File: src/rtl/rv_pipe_pkg.sv
// Shared definitions for the integer pipeline: branch funct3 codes, writeback
// select encodings and the EX/MEM squash state.
package rv_pipe_pkg;

  localparam logic [2:0] F3_BEQ  = 3'b000;
  localparam logic [2:0] F3_BNE  = 3'b001;
  localparam logic [2:0] F3_BLT  = 3'b100;
  localparam logic [2:0] F3_BGE  = 3'b101;
  localparam logic [2:0] F3_BLTU = 3'b110;
  localparam logic [2:0] F3_BGEU = 3'b111;

  localparam logic [1:0] WB_SEL_ALU = 2'b00;
  localparam logic [1:0] WB_SEL_MEM = 2'b01;
  localparam logic [1:0] WB_SEL_PC4 = 2'b10;
  localparam logic [1:0] WB_SEL_CSR = 2'b11;

  typedef enum logic {
    ST_RUN  = 1'b0,
    ST_KILL = 1'b1
  } squash_state_e;

  // BEQ/BNE run the ALU as XOR, BLT/BGE as SLT, so ZERO carries the compare.
  function automatic logic branch_cond(input logic [2:0] funct3,
                                       input logic       zero,
                                       input logic       sltu_bit);
    logic cond;
    cond = 1'b0;
    case (funct3)
      F3_BEQ:  cond = zero;
      F3_BNE:  cond = ~zero;
      F3_BLT:  cond = ~zero;
      F3_BGE:  cond = zero;
      F3_BLTU: cond = sltu_bit;
      F3_BGEU: cond = ~sltu_bit;
      default: cond = 1'b0;
    endcase
    return cond;
  endfunction

endpackage

File: src/rtl/ex_mem_branch_stage_branch_resolve.sv
// Combinational branch/jump resolution: decides whether control transfers,
// where to, and whether the destination is misaligned.
module branch_resolve
  import rv_pipe_pkg::*;
#(
  parameter int XLEN = 32
) (
  input  logic            branch,
  input  logic            jal,
  input  logic            jalr,
  input  logic [2:0]      funct3,
  input  logic            zero,
  input  logic            sltu_bit,
  input  logic [XLEN-1:0] alu_result,
  input  logic [XLEN-1:0] br_target,
  output logic            taken,
  output logic [XLEN-1:0] target,
  output logic            misalign
);

  logic unused_alu_lsb;

  assign unused_alu_lsb = alu_result[0];

  always_comb begin
    taken  = 1'b0;
    target = br_target;
    if (jal) begin
      taken = 1'b1;
    end else if (jalr) begin
      taken  = 1'b1;
      // JALR clears bit 0 of the computed address
      target = {alu_result[XLEN-1:1], 1'b0};
    end else if (branch) begin
      taken = branch_cond(funct3, zero, sltu_bit);
    end
  end

  assign misalign = target[1];

endmodule

File: src/rtl/ex_mem_branch_stage.sv
// EX/MEM pipeline register with branch/jump resolution, registered fetch
// redirect and squashing of wrong-path instructions that follow a redirect.
module ex_mem_branch_stage
  import rv_pipe_pkg::*;
#(
  parameter int KILL_CYCLES = 1,
  parameter int XLEN        = 32
) (
  input  logic            clk,
  input  logic            rst_n,
  input  logic            stall,
  input  logic            flush,
  input  logic            ex_valid,
  input  logic [XLEN-1:0] alu_result,
  input  logic            zero,
  input  logic            sltu_bit,
  input  logic            branch,
  input  logic            jal,
  input  logic            jalr,
  input  logic [2:0]      funct3,
  input  logic [XLEN-1:0] br_target,
  input  logic [XLEN-1:0] pc_plus4,
  input  logic [4:0]      rd_addr,
  input  logic            reg_write,
  input  logic            mem_read,
  input  logic            mem_write,
  input  logic [2:0]      mem_size,
  input  logic [XLEN-1:0] store_data,
  input  logic [1:0]      wb_sel,
  output logic            mem_valid,
  output logic [XLEN-1:0] mem_result,
  output logic [4:0]      mem_rd_addr,
  output logic            mem_reg_write,
  output logic            mem_mem_read,
  output logic            mem_mem_write,
  output logic [2:0]      mem_size_out,
  output logic [XLEN-1:0] mem_store_data,
  output logic [1:0]      mem_wb_sel,
  output logic            redirect,
  output logic [XLEN-1:0] redirect_pc,
  output logic            misalign_exc
);

  localparam logic [1:0] KILL_LOAD = 2'(KILL_CYCLES);

  logic            taken;
  logic [XLEN-1:0] target;
  logic            misalign;
  logic            live;
  logic            live_taken;

  squash_state_e   state_q, state_d;
  logic [1:0]      kill_cnt_q, kill_cnt_d;

  logic            valid_q, valid_d;
  logic [XLEN-1:0] result_q, result_d;
  logic [4:0]      rd_addr_q, rd_addr_d;
  logic            reg_write_q, reg_write_d;
  logic            mem_read_q, mem_read_d;
  logic            mem_write_q, mem_write_d;
  logic [2:0]      mem_size_q, mem_size_d;
  logic [XLEN-1:0] store_data_q, store_data_d;
  logic [1:0]      wb_sel_q, wb_sel_d;
  logic            redirect_q, redirect_d;
  logic [XLEN-1:0] redirect_pc_q, redirect_pc_d;
  logic            misalign_q, misalign_d;

  branch_resolve #(.XLEN(XLEN)) u_resolve (
    .branch     (branch),
    .jal        (jal),
    .jalr       (jalr),
    .funct3     (funct3),
    .zero       (zero),
    .sltu_bit   (sltu_bit),
    .alu_result (alu_result),
    .br_target  (br_target),
    .taken      (taken),
    .target     (target),
    .misalign   (misalign)
  );

  assign live       = ex_valid & (state_q == ST_RUN);
  assign live_taken = live & taken;

  // Next-state and next-slot logic; priority is flush, then stall, then update.
  always_comb begin
    state_d       = state_q;
    kill_cnt_d    = kill_cnt_q;
    valid_d       = valid_q;
    result_d      = result_q;
    rd_addr_d     = rd_addr_q;
    reg_write_d   = reg_write_q;
    mem_read_d    = mem_read_q;
    mem_write_d   = mem_write_q;
    mem_size_d    = mem_size_q;
    store_data_d  = store_data_q;
    wb_sel_d      = wb_sel_q;
    redirect_d    = redirect_q;
    redirect_pc_d = redirect_pc_q;
    misalign_d    = misalign_q;

    // Data fields follow EX whenever the pipe advances, live or not.
    if (!stall) begin
      result_d     = (jal | jalr) ? pc_plus4 : alu_result;
      rd_addr_d    = rd_addr;
      mem_size_d   = mem_size;
      store_data_d = store_data;
      wb_sel_d     = wb_sel;
    end

    if (flush) begin
      state_d     = ST_RUN;
      kill_cnt_d  = 2'd0;
      valid_d     = 1'b0;
      reg_write_d = 1'b0;
      mem_read_d  = 1'b0;
      mem_write_d = 1'b0;
      redirect_d  = 1'b0;
      misalign_d  = 1'b0;
    end else if (stall) begin
      redirect_d = 1'b0;
      misalign_d = 1'b0;
    end else begin
      valid_d     = live;
      reg_write_d = live & reg_write & ~(taken & misalign);
      mem_read_d  = live & mem_read;
      mem_write_d = live & mem_write;
      redirect_d  = live_taken & ~misalign;
      misalign_d  = live_taken & misalign;
      if (live_taken) begin
        redirect_pc_d = target;
      end

      case (state_q)
        ST_RUN: begin
          if (live_taken) begin
            state_d    = ST_KILL;
            kill_cnt_d = KILL_LOAD;
          end
        end
        ST_KILL: begin
          // Only real instructions consume a squash slot.
          if (ex_valid) begin
            kill_cnt_d = kill_cnt_q - 2'd1;
            if (kill_cnt_q == 2'd1) begin
              state_d = ST_RUN;
            end
          end
        end
        default: begin
          state_d    = ST_RUN;
          kill_cnt_d = 2'd0;
        end
      endcase
    end
  end

  always_ff @(posedge clk or negedge rst_n) begin
    if (!rst_n) begin
      state_q       <= ST_RUN;
      kill_cnt_q    <= 2'd0;
      valid_q       <= 1'b0;
      result_q      <= '0;
      rd_addr_q     <= '0;
      reg_write_q   <= 1'b0;
      mem_read_q    <= 1'b0;
      mem_write_q   <= 1'b0;
      mem_size_q    <= '0;
      store_data_q  <= '0;
      wb_sel_q      <= '0;
      redirect_q    <= 1'b0;
      redirect_pc_q <= '0;
      misalign_q    <= 1'b0;
    end else begin
      state_q       <= state_d;
      kill_cnt_q    <= kill_cnt_d;
      valid_q       <= valid_d;
      result_q      <= result_d;
      rd_addr_q     <= rd_addr_d;
      reg_write_q   <= reg_write_d;
      mem_read_q    <= mem_read_d;
      mem_write_q   <= mem_write_d;
      mem_size_q    <= mem_size_d;
      store_data_q  <= store_data_d;
      wb_sel_q      <= wb_sel_d;
      redirect_q    <= redirect_d;
      redirect_pc_q <= redirect_pc_d;
      misalign_q    <= misalign_d;
    end
  end

  assign mem_valid      = valid_q;
  assign mem_result     = result_q;
  assign mem_rd_addr    = rd_addr_q;
  assign mem_reg_write  = reg_write_q;
  assign mem_mem_read   = mem_read_q;
  assign mem_mem_write  = mem_write_q;
  assign mem_size_out   = mem_size_q;
  assign mem_store_data = store_data_q;
  assign mem_wb_sel     = wb_sel_q;
  assign redirect       = redirect_q;
  assign redirect_pc    = redirect_pc_q;
  assign misalign_exc   = misalign_q;

endmodule

File: config.mk
export PLATFORM = sky130hd
export DESIGN_NAME = ex_mem_branch_stage
export DESIGN_NICKNAME = d
export VERILOG_FILES = /design/src/rtl/rv_pipe_pkg.sv /design/src/rtl/ex_mem_branch_stage_branch_resolve.sv /design/src/rtl/ex_mem_branch_stage.sv
export SDC_FILE = /design/constraint.sdc
export NUM_CORES = 1
export LEC_CHECK = 0
export ABC_AREA = 1
export CAP_MARGIN = 20
export CORE_ASPECT_RATIO = 0.75
export CORE_MARGIN = 2
export CORE_UTILIZATION = 26
export DETAILED_ROUTE_END_ITERATION = 8
export SYNTH_ARGS = -nofsm -noshare
export SYNTH_HDL_FRONTEND = slang
export SYNTH_SLANG_ARGS = --single-unit
export TNS_END_PERCENT = 5
File: constraint.sdc
create_clock -name clk -period 1.8 [get_ports clk]
set_input_delay 0.54 -clock clk [delete_from_list [all_inputs] [get_ports clk]]
set_output_delay 0.54 -clock clk [all_outputs]
set_load 0.05 [all_outputs]
After elaboration in Yosys (flattened, before gate mapping)
Index checks and enable logic that the tools add are counted.

Memories: 0. RAM bits: 0. Register bits after elaboration: 115. Bits in latches: 0. Output and inout port bits: 112. Bits in read-only memories: 0.

$lt $le $gt $ge: 0. Multiplexer cells: 30. Reduce and logical (&&, ||, !) cells: 5. Div/mod/pow operators: 0. Add/sub/neg operators: 1. Bitwise operators: 17. Equal/unequal tests: 9. Shifts and indexed selects: 0. Multiply operators: 0.

Operators by type and width (number): $mux 32 (3); $mux 1 (20); $eq 3x3->1 const B (4); $and 1x1->1 (9); $mux 2 (4); $not 1->1 (7); $ne 3x3->1 const B (2); $reduce_and 3->1 (2); $pmux 1 s4 (1); $pmux 2 s2 (1); $reduce_or 2->1 (2); $eq 3x1->1 const B (1); $logic_not 3->1 (1); $eq 2x1->1 const B (1); $ne 2x1->1 const B (1); $pmux 1 s2 (1); $sub 2x1->2 const B (1); $or 1x1->1 (1).

Logic depth before layout (Yosys ltp)
Gate-level depths: netlist of the first run.

Depth in word-level cells: 11. Gate-level depth with buffers: 12.

Cells and area by module
From an unflattened synthesis of the first run, not the netlist that was laid out.

Cells, all modules: 769. Area total of the unflattened synthesis: 5619.1 µm².

By module, submodules not included: ex_mem_branch_stage (cells each 643, area an instance 5094.9 µm², instances 1, sequential area each 2877.8 µm²); branch_resolve (cells each 126, area an instance 524.3 µm², instances 1, sequential area each 0.0 µm²).

Worst setup path after synthesis of the first run
Ideal clock, no wire load.

Path kind: input to register. From: input funct3[0]. To: register redirect_pc_q[26], in the netlist redirect_pc[26]. Required time: 1.678 ns. Arrival time: 1.359 ns. Cell stages on the path: 12. Path slack: 0.319 ns. Cell sequence: inv_2 -> nand2_1 -> nand2_1 -> nand2_1 -> nand3b_1 -> nand2_1 -> nand2_2 -> nand2_2 -> buf_6 -> buf_8 -> nand2_2 -> o21ai_2.

Cells in the longest elaborated chain, start to end: 8.

Ends and longest elaborated chain: start: declaration (RTL line ex_mem_branch_stage.sv:20) `input logic [2:0] funct3,`; $eq 3x3->1 (tied with other cells) (RTL line rv_pipe_pkg.sv:28) `case (funct3)`; $reduce_or 2->1 (no line); $pmux 1 s4 (*) (RTL line rv_pipe_pkg.sv:28); $mux 1 (*) (RTL line ex_mem_branch_stage_branch_resolve.sv:34) `end else if (branch) begin`; $mux 1 (*) (RTL line ex_mem_branch_stage_branch_resolve.sv:30) `end else if (jalr) begin`; $mux 1 (*) (RTL line ex_mem_branch_stage_branch_resolve.sv:28) `if (jal) begin`; $and 1x1->1 (*) (RTL line ex_mem_branch_stage.sv:83) `assign live_taken = live & taken;`; $reduce_and 3->1 (no line) (*); end signal: assignment (RTL line ex_mem_branch_stage.sv:187) `redirect_pc_q <= redirect_pc_d;`; end: declaration (RTL line ex_mem_branch_stage.sv:65) `logic [XLEN-1:0] redirect_pc_q, redirect_pc_d;`.

Every way passes the cells marked *; elsewhere a longest branch is shown, timed or not. A chain may end at the register's enable or synchronous reset.

Worst setup path after layout of the first run
From: input sltu_bit. To: register redirect_pc_q[27], in the netlist redirect_pc[27].

Cells in the longest elaborated chain, start to end: 7.

Ends and longest elaborated chain: start: declaration (RTL line ex_mem_branch_stage.sv:16) `input logic sltu_bit,`; $not 1->1 (RTL line rv_pipe_pkg.sv:34) `F3_BGEU: cond = ~sltu_bit;`; $pmux 1 s4 (*) (RTL line rv_pipe_pkg.sv:28); $mux 1 (*) (RTL line ex_mem_branch_stage_branch_resolve.sv:34); $mux 1 (*) (RTL line ex_mem_branch_stage_branch_resolve.sv:30); $mux 1 (*) (RTL line ex_mem_branch_stage_branch_resolve.sv:28); $and 1x1->1 (*) (RTL line ex_mem_branch_stage.sv:83); $reduce_and 3->1 (no line) (*).

Marked as above.

==> impl_metrics.sql, run 1 <==
INSERT INTO impl_metrics (metric_group, metric, value, unit) VALUES
('status', 'outcome', 'complete, no violations', ''),
('sta', 'worstMarginPinSlew', '0.287', 'ns'),
('routing', 'wl_met2', '8090', 'um'),
('synth', 'synth_instances', '557', ''),
('synth', 'synth_top_area_share', '0.573', ''),
('pwr', 'power_per_cell_area', '1060', 'nW/um^2'),
('clock_tree', 'clock_sinks', '115', ''),
('synth', 'yosys_register_bits', '115', ''),
('clock_tree', 'clkSlewWorstSetupHoldPaths', '0.06', 'ns'),
('global_routing', 'grt_max_degree', '46', ''),
('routing', 'wl_per_cell', '16.2', 'um'),
('global_routing', 'grt_pass1_wl', '26700', 'um'),
('clock_tree', 'tritoncts.num_buffers', '17', ''),
('synth', 'async_flop_share', '1.00', ''),
('clock_tree', 'root_buffer', 'sky130_fd_sc_hd__clkbuf_16', ''),
('place', 'buffer_ports.inserted', '265', ''),
('pwr', 'power.static_leakage', '4.40', 'nW'),
('synth', 'synth.lib_cells_used.distinct', '22', ''),
('worst_hold_path', 'hp-class', 'input port to async pin', ''),
('worst_setup_path', 'crit_path_end_kind', 'register', ''),
('clock_tree', 'cts_tree', 'done', ''),
('routing', 'drt-total-wl', '17700', 'um'),
('worst_setup_path', 'start_kind', 'input port', ''),
('cells_and_area', 'antenna-diode-count', '0', ''),
('floorplanning', 'core_area', '18700', 'sq um'),
('sta', 'rsz0062_at_grt', 'no', ''),
('sta', 'clock_skew', '0.0110', 'ns'),
('synth', 'yosysMostFrequentCell', 'sky130_fd_sc_hd__nand2_1', ''),
('routing', 'first_iter_violations', '175', ''),
('sta', 'fin_setup_tns', '0', 'ns'),
('worst_setup_path', 'cp_data_required_time', '2.09', 'ns'),
('floorplanning', 'fp.dieArea', '20500', 'sq um'),
('clock_tree', 'cts_hold_buffers', '0', ''),
('sta', 'fin_worst_hold_slack', '0.0253', 'ns'),
('routing', 'antenna_left', '0', ''),
('synth', 'yosys_warnings', '0', ''),
('sta', 'hold_violations', '0', ''),
('pwr', 'total_power', '9.41', 'mW'),
('routing', 'detailedRoute.firstPassIterationCount', '4', ''),
('worst_setup_path', 'path_class', 'input port to register', ''),
('global_routing', 'antenna_violations_before_repair', '0', ''),
('cells_and_area', 'drive_gt1_frac', '0.244', ''),
('synth', 'syn_nets', '712', ''),
('pwr', 'peakVddDrop', '0.000613', 'V'),
('synth', 'synth.avg_cell_area', '9.02', 'sq um'),
('synth', 'synthFlopType', 'sky130_fd_sc_hd__dfrtp_1', ''),
('floorplanning', 'io_pins', '266', ''),
('routing', 'route.met3.wl', '1720', 'um'),
('clock_tree', 'cts_resized', '0', ''),
('synth', 'seq_area_frac_synth', '0.573', ''),
('clock_tree', 'clkLatencyLatePin', '0.41', 'ns'),
('global_routing', 'number_of_global_route_vias_before_repair', '4815', ''),
('sta', 'final_critical_path_setup_slack', '0.120', 'ns'),
('synth', 'count_of_flip_flops_with_a_built_in_enable_after_synthesis', '0', ''),
('flow_run', 'timing.max_cap.violations', '0', ''),
('sta', 'setup_violations', '0', ''),
('worst_setup_path', 'crit_fanout', '13', ''),
('sta', 'achievable-frequency', '595', 'MHz'),
('global_routing', 'globalRoute.totalOverflow', '0', ''),
('cells_and_area', 'synthToLayoutAreaGrowth', '77.4', '%'),
('routing', 'vias_per_cell', '4.39', ''),
('synth', 'synth_top_cell_by_area', 'sky130_fd_sc_hd__dfrtp_1', ''),
('routing', 'wirelength_met1', '7650', 'um'),
('clock_tree', 'cts_max_path_buffers', '2', ''),
('worst_setup_path', 'cp_data_arrival_time', '1.97', 'ns'),
('place', 'place_worst_setup_slack', '-0.294', 'ns'),
('floorplanning', 'initial_utilization', '0.268', ''),
('routing', 'drc', '0', ''),
('sta', 'finalMaxSlewViolations', '0', ''),
('routing', 'dr.max_layer_used', 'met4', ''),
('place', 'post-dp-hpwl', '12700', 'um');
-- report_power, final --
part	total [mW]	internal, mW	leakage (nW)	switching (mW)
Combinational	3.18	1.29	2.74	1.90
Sequential	3.18	2.93	1.40	0.254
Clock	3.05	1.84	0.256	1.20
Total	9.41	6.05	4.40	3.36
-- through the flow --
| stage | util | instance area (sq um) | cells |
|---|---|---|---|
| finish | 0.476 | 8910 | 1097 |
| global route | 0.476 | 8910 | 1097 |
| CTS | 0.469 | 8790 | 1093 |
| detailed placement | 0.441 | 8260 | 1062 |
| global placement | 0.441 | 8260 | 1062 |
| floorplan | - | 5020 | 557 |
-- state kept, by name, summed over array words and instances (netlist names) --
register / cells
mem_valid: 1
kill_cnt_q: 2
state_q: 1
redirect_pc: 32
mem_mem_read: 1
mem_result: 32
misalign_exc: 1
mem_rd_addr: 5
mem_mem_write: 1
mem_reg_write: 1
redirect: 1
mem_store_data: 32
mem_wb_sel: 2
mem_size_out: 3
-- placed cells by master, fill, tap and decap left out --
master	instances
sky130_fd_sc_hd__nand2_8	1
sky130_fd_sc_hd__nand3b_1	1
sky130_fd_sc_hd__dfrtp_1	115
sky130_fd_sc_hd__nand3_1	6
sky130_fd_sc_hd__mux2i_1	30
sky130_fd_sc_hd__a22o_1	2
sky130_fd_sc_hd__nand4_1	1
sky130_fd_sc_hd__buf_12	42
sky130_fd_sc_hd__clkbuf_1	1
sky130_fd_sc_hd__o21ai_1	9
sky130_fd_sc_hd__clkbuf_8	3
sky130_fd_sc_hd__o21ai_2	21
sky130_fd_sc_hd__clkdlybuf4s50_1	149
sky130_fd_sc_hd__clkinv_2	6
sky130_fd_sc_hd__clkinvlp_4	4
sky130_fd_sc_hd__buf_4	96
sky130_fd_sc_hd__a21oi_1	65
sky130_fd_sc_hd__a21oi_2	1
sky130_fd_sc_hd__ha_1	1
sky130_fd_sc_hd__nor2_1	39
sky130_fd_sc_hd__dlymetal6s2s_1	2
sky130_fd_sc_hd__buf_2	1
sky130_fd_sc_hd__nand2_2	8
sky130_fd_sc_hd__inv_2	2
sky130_fd_sc_hd__inv_1	14
sky130_fd_sc_hd__clkbuf_16	21
sky130_fd_sc_hd__nand2_1	205
sky130_fd_sc_hd__nor2_4	1
sky130_fd_sc_hd__o21ai_0	3
-- layer usage --
metal / track usage / vias up
li1: - / 2361
met2: 0.267 / 193
met3: 0.0719 / 19
met4: 0.0527 / 0
met1: 0.213 / 2241
met5: 0 / -
-- worst paths after layout --
path / startpoint / to / slack, ns / cells past startpoint
setup / recovery: sltu_bit / redirect_pc[27] / 0.12 / 11
hold / removal: rst_n / mem_result[7] / 0.03 / 1
setup reg to reg: state_q / redirect_pc[27] / 0.41 / 7
hold reg to reg: mem_store_data[11] / mem_store_data[11] / 0.48 / 2
max in group asynchronous: rst_n / mem_result[14] / 1.21 / 2
min in group clk: mem_store_data[11] / mem_store_data[11] / 0.48 / 2
-- critical path: stages --
cell	delay (ns)
sky130_fd_sc_hd__clkdlybuf4s50_1	0.47
sky130_fd_sc_hd__inv_1	0.04
sky130_fd_sc_hd__nand2_1	0.06
sky130_fd_sc_hd__nand3_1	0.08
sky130_fd_sc_hd__a21oi_2	0.14
sky130_fd_sc_hd__nand2_2	0.07
sky130_fd_sc_hd__nand2_2	0.12
sky130_fd_sc_hd__nand2_8	0.12
sky130_fd_sc_hd__clkbuf_16	0.21
sky130_fd_sc_hd__nand2_2	0.06
sky130_fd_sc_hd__o21ai_2	0.04
-- kinds of logic (layout without fill, tap and decap cells) --
logic type,Yosys count,after routing,synth area share
AO/OA/AOI/OAI,101,101,0.118
adder cells (fa/ha/maj),1,1,0.00249
buffers and inverters,48,341,0.0446
flip-flops,115,115,0.573
multiplexers,30,30,0.0598
AND/OR/NAND/NOR,262,262,0.202
-- area by class of cell --
class                      count  area, sq um
tap                          247          309
clock inverter                10         60.1
inverter                      16         60.1
multi-input combinational    394         1950
timing repair buffer         294         3180
fill                        1821         9810
clock buffer                  21          470
sequential                   115         2880
No activity file was read; power rests on OpenSTA's default activity.
==> inputs of run 2 (changes only) <==
--- a/config.mk
+++ b/config.mk
@@ -10,6 +10,7 @@
 export CORE_ASPECT_RATIO = 0.75
 export CORE_MARGIN = 2
 export CORE_UTILIZATION = 26
+export CTS_BUF_LIST = sky130_fd_sc_hd__clkbuf_8
 export DETAILED_ROUTE_END_ITERATION = 8
 export SYNTH_ARGS = -nofsm -noshare
 export SYNTH_HDL_FRONTEND = slang
==> impl_metrics.sql, run 2 (synthesized netlist as in run 1, its figures left out) <==
INSERT INTO impl_metrics (metric_group, metric, value, unit) VALUES
('worst_setup_path', 'cp_data_arrival_time', '2.02', 'ns'),
('sta', 'setup_violations', '0', ''),
('status', 'outcome', 'complete, no violations', ''),
('global_routing', 'antenna_violations_before_repair', '0', ''),
('floorplanning', 'fp.dieArea', '20500', 'sq um'),
('floorplanning', 'core_area', '18700', 'sq um'),
('floorplanning', 'io_pins', '266', ''),
('sta', 'finalCritPeriodShare', '0.945', ''),
('sta', 'final_critical_path_setup_slack', '0.0994', 'ns'),
('clock_tree', 'root_buffer', 'sky130_fd_sc_hd__clkbuf_8', ''),
('clock_tree', 'cts_tree', 'done', ''),
('place', 'placement_cell_area', '8260', 'sq um'),
('clock_tree', 'clock_sinks', '115', ''),
('sta', 'fin_worst_hold_slack', '0.480', 'ns'),
('flow_run', 'timing.max_cap.violations', '0', ''),
('floorplanning', 'initial_utilization', '0.268', ''),
('floorplanning', 'chipHeight', '124', 'um'),
('routing', 'antenna_left', '0', ''),
('cells_and_area', 'mostFrequentLayoutCell', 'sky130_fd_sc_hd__nand2_1', ''),
('worst_setup_path', 'path_class', 'input port to register', ''),
('sta', 'max_slew_headroom', '0.805', ''),
('sta', 'hold_violations', '0', ''),
('worst_hold_path', 'hp-class', 'register to register', ''),
('routing', 'drt-total-wl', '17600', 'um'),
('global_routing', 'globalRoute.totalOverflow', '0', ''),
('worst_setup_path', 'crit_fanout', '13', ''),
('global_routing', 'grt_pass1_wl', '26600', 'um'),
('global_routing', 'number_of_global_route_vias_before_repair', '4810', ''),
('routing', 'wl_per_cell', '16.0', 'um'),
('routing', 'detailedRoute.firstPassIterationCount', '4', ''),
('routing', 'first_iter_violations', '173', ''),
('sta', 'post-route-min-period', '1.70', 'ns'),
('cells_and_area', 'drive_gt1_frac', '0.242', ''),
('cells_and_area', 'number_of_fill_cells', '1834', ''),
('sta', 'clock_skew', '0.0142', 'ns'),
('routing', 'vias', '4792', ''),
('cells_and_area', 'mostFrequentLayoutCells', '205 x sky130_fd_sc_hd__nand2_1, 150 x sky130_fd_sc_hd__clkdlybuf4s50_1, 115 x sky130_fd_sc_hd__dfrtp_1', ''),
('worst_setup_path', 'worst-r2r-setup-slack', '0.42', 'ns'),
('clock_tree', 'cts_max_path_buffers', '2', ''),
('sta', 'worstMarginPinSlew', '0.285', 'ns'),
('clock_tree', 'cts_setup_buffers', '0', ''),
('clock_tree', 'clkLatencyLatePin', '0.44', 'ns'),
('routing', 'vias_per_cell', '4.37', ''),
('cells_and_area', 'antenna-diode-count', '0', ''),
('floorplanning', 'die_x', '165', 'um'),
('pwr', 'total_power', '8.47', 'mW'),
('clock_tree', 'cts_htree_levels', '4', ''),
('floorplanning', 'placement_rows', '43', ''),
('pwr', 'power.static_leakage', '4.29', 'nW'),
('sta', 'achievable-frequency', '588', 'MHz'),
('place', 'gp_routability_congestion', '0.792', ''),
('routing', 'drc', '0', ''),
('worst_setup_path', 'start_kind', 'input port', ''),
('clock_tree', 'tritoncts.num_buffers', '17', ''),
('place', 'place_worst_setup_slack', '-0.294', 'ns'),
('sta', 'finalMaxSlewViolations', '0', ''),
('place', 'buffer_ports.inserted', '265', ''),
('pwr', 'peakVddDrop', '0.000371', 'V'),
('clock_tree', 'clkSlewWorstSetupHoldPaths', '0.06', 'ns'),
('pwr', 'power_per_cell_area', '973', 'nW/um^2'),
('worst_setup_path', 'cp_data_required_time', '2.12', 'ns'),
('global_routing', 'grtUsageTotal', '0.169', ''),
('sta', 'rsz0062_at_grt', 'no', ''),
('cells_and_area', 'fin_area', '8700', 'sq um'),
('cells_and_area', 'nNetsFinal', '993', ''),
('place', 'post-dp-hpwl', '12700', 'um'),
('worst_setup_path', 'crit_path_end_kind', 'register', ''),
('global_routing', 'grt_max_degree', '46', ''),
('cells_and_area', 'synthToLayoutAreaGrowth', '73.2', '%');
==> run 2: final cells by class <==
| type | count | area (sq um) | share of cell area |
|---|---|---|---|
| Clock buffer | 20 | 275 | 0.0316 |
| Clock inverter | 11 | 63.8 | 0.00733 |
| Inverter | 16 | 60.1 | 0.00690 |
| Multi-Input combinational cell | 394 | 1950 | 0.224 |
| Sequential cell | 115 | 2880 | 0.331 |
| Tap cell | 247 | 309 | 0.0355 |
| Timing Repair Buffer | 294 | 3170 | 0.364 |
==> run 2: worst max-delay path: stages <==
cell and delay [ns]:
sky130_fd_sc_hd__clkdlybuf4s50_1 0.51, sky130_fd_sc_hd__inv_2 0.05, sky130_fd_sc_hd__nand2_1 0.05, sky130_fd_sc_hd__nand3_1 0.08
sky130_fd_sc_hd__a21oi_2 0.15, sky130_fd_sc_hd__nand2_2 0.07, sky130_fd_sc_hd__nand2_2 0.12, sky130_fd_sc_hd__nand2_8 0.12
sky130_fd_sc_hd__clkbuf_16 0.21, sky130_fd_sc_hd__nand2_2 0.06, sky130_fd_sc_hd__o21ai_2 0.05
==> run 2: what timing repair did <==
action                                  CTS  global route
hold buffers                              1             0
endpoints found under the setup margin    0             7
resized for setup                         0             4
hold endpoints to repair                 17             0
==> run 2: metal layers <==
| metal | GRT usage | share of wire | up-vias | routed length, um |
|---|---|---|---|---|
| met3 | 0.0669 | 0.096 | 20 | 1690 |
| met1 | 0.213 | 0.43 | 2230 | 7640 |
| met2 | 0.265 | 0.45 | 186 | 8000 |
| met4 | 0.0527 | 0.015 | 0 | 272 |
| li1 | - | - | 2356 | - |
| met5 | 0 | 0 | - | 0 |
==> run 2: power breakdown <==
group / leakage [nW] / switching [mW] / total (mW) / internal, mW
sequential: 1.40 / 0.253 / 3.17 / 2.92
combinational: 2.72 / 1.90 / 3.18 / 1.28
clock: 0.173 / 1.08 / 2.11 / 1.03
total: 4.29 / 3.23 / 8.47 / 5.23
==> run 2: path summary, 6_finish.rpt <==
path                                       to  cells past startpoint          startpoint
hold reg to reg            mem_store_data[11]                      2  mem_store_data[11]
min in group asynchronous       mem_reg_write                      2               rst_n
hold / removal             mem_store_data[11]                      2  mem_store_data[11]
setup reg to reg              redirect_pc[27]                      7             state_q
max in group asynchronous  mem_store_data[13]                      3               rst_n
setup / recovery              redirect_pc[27]                     11           funct3[0]
==> run 2: stage by stage <==
step | utilization | cells | TNS (ns)
CTS | 0.460 | 1094 | 0
detailed placement | 0.441 | 1062 | -11.69
global route | 0.465 | 1097 | 0
global placement | 0.441 | 1062 | -9.31
finish | 0.465 | 1097 | 0
floorplan | - | 557 | 0
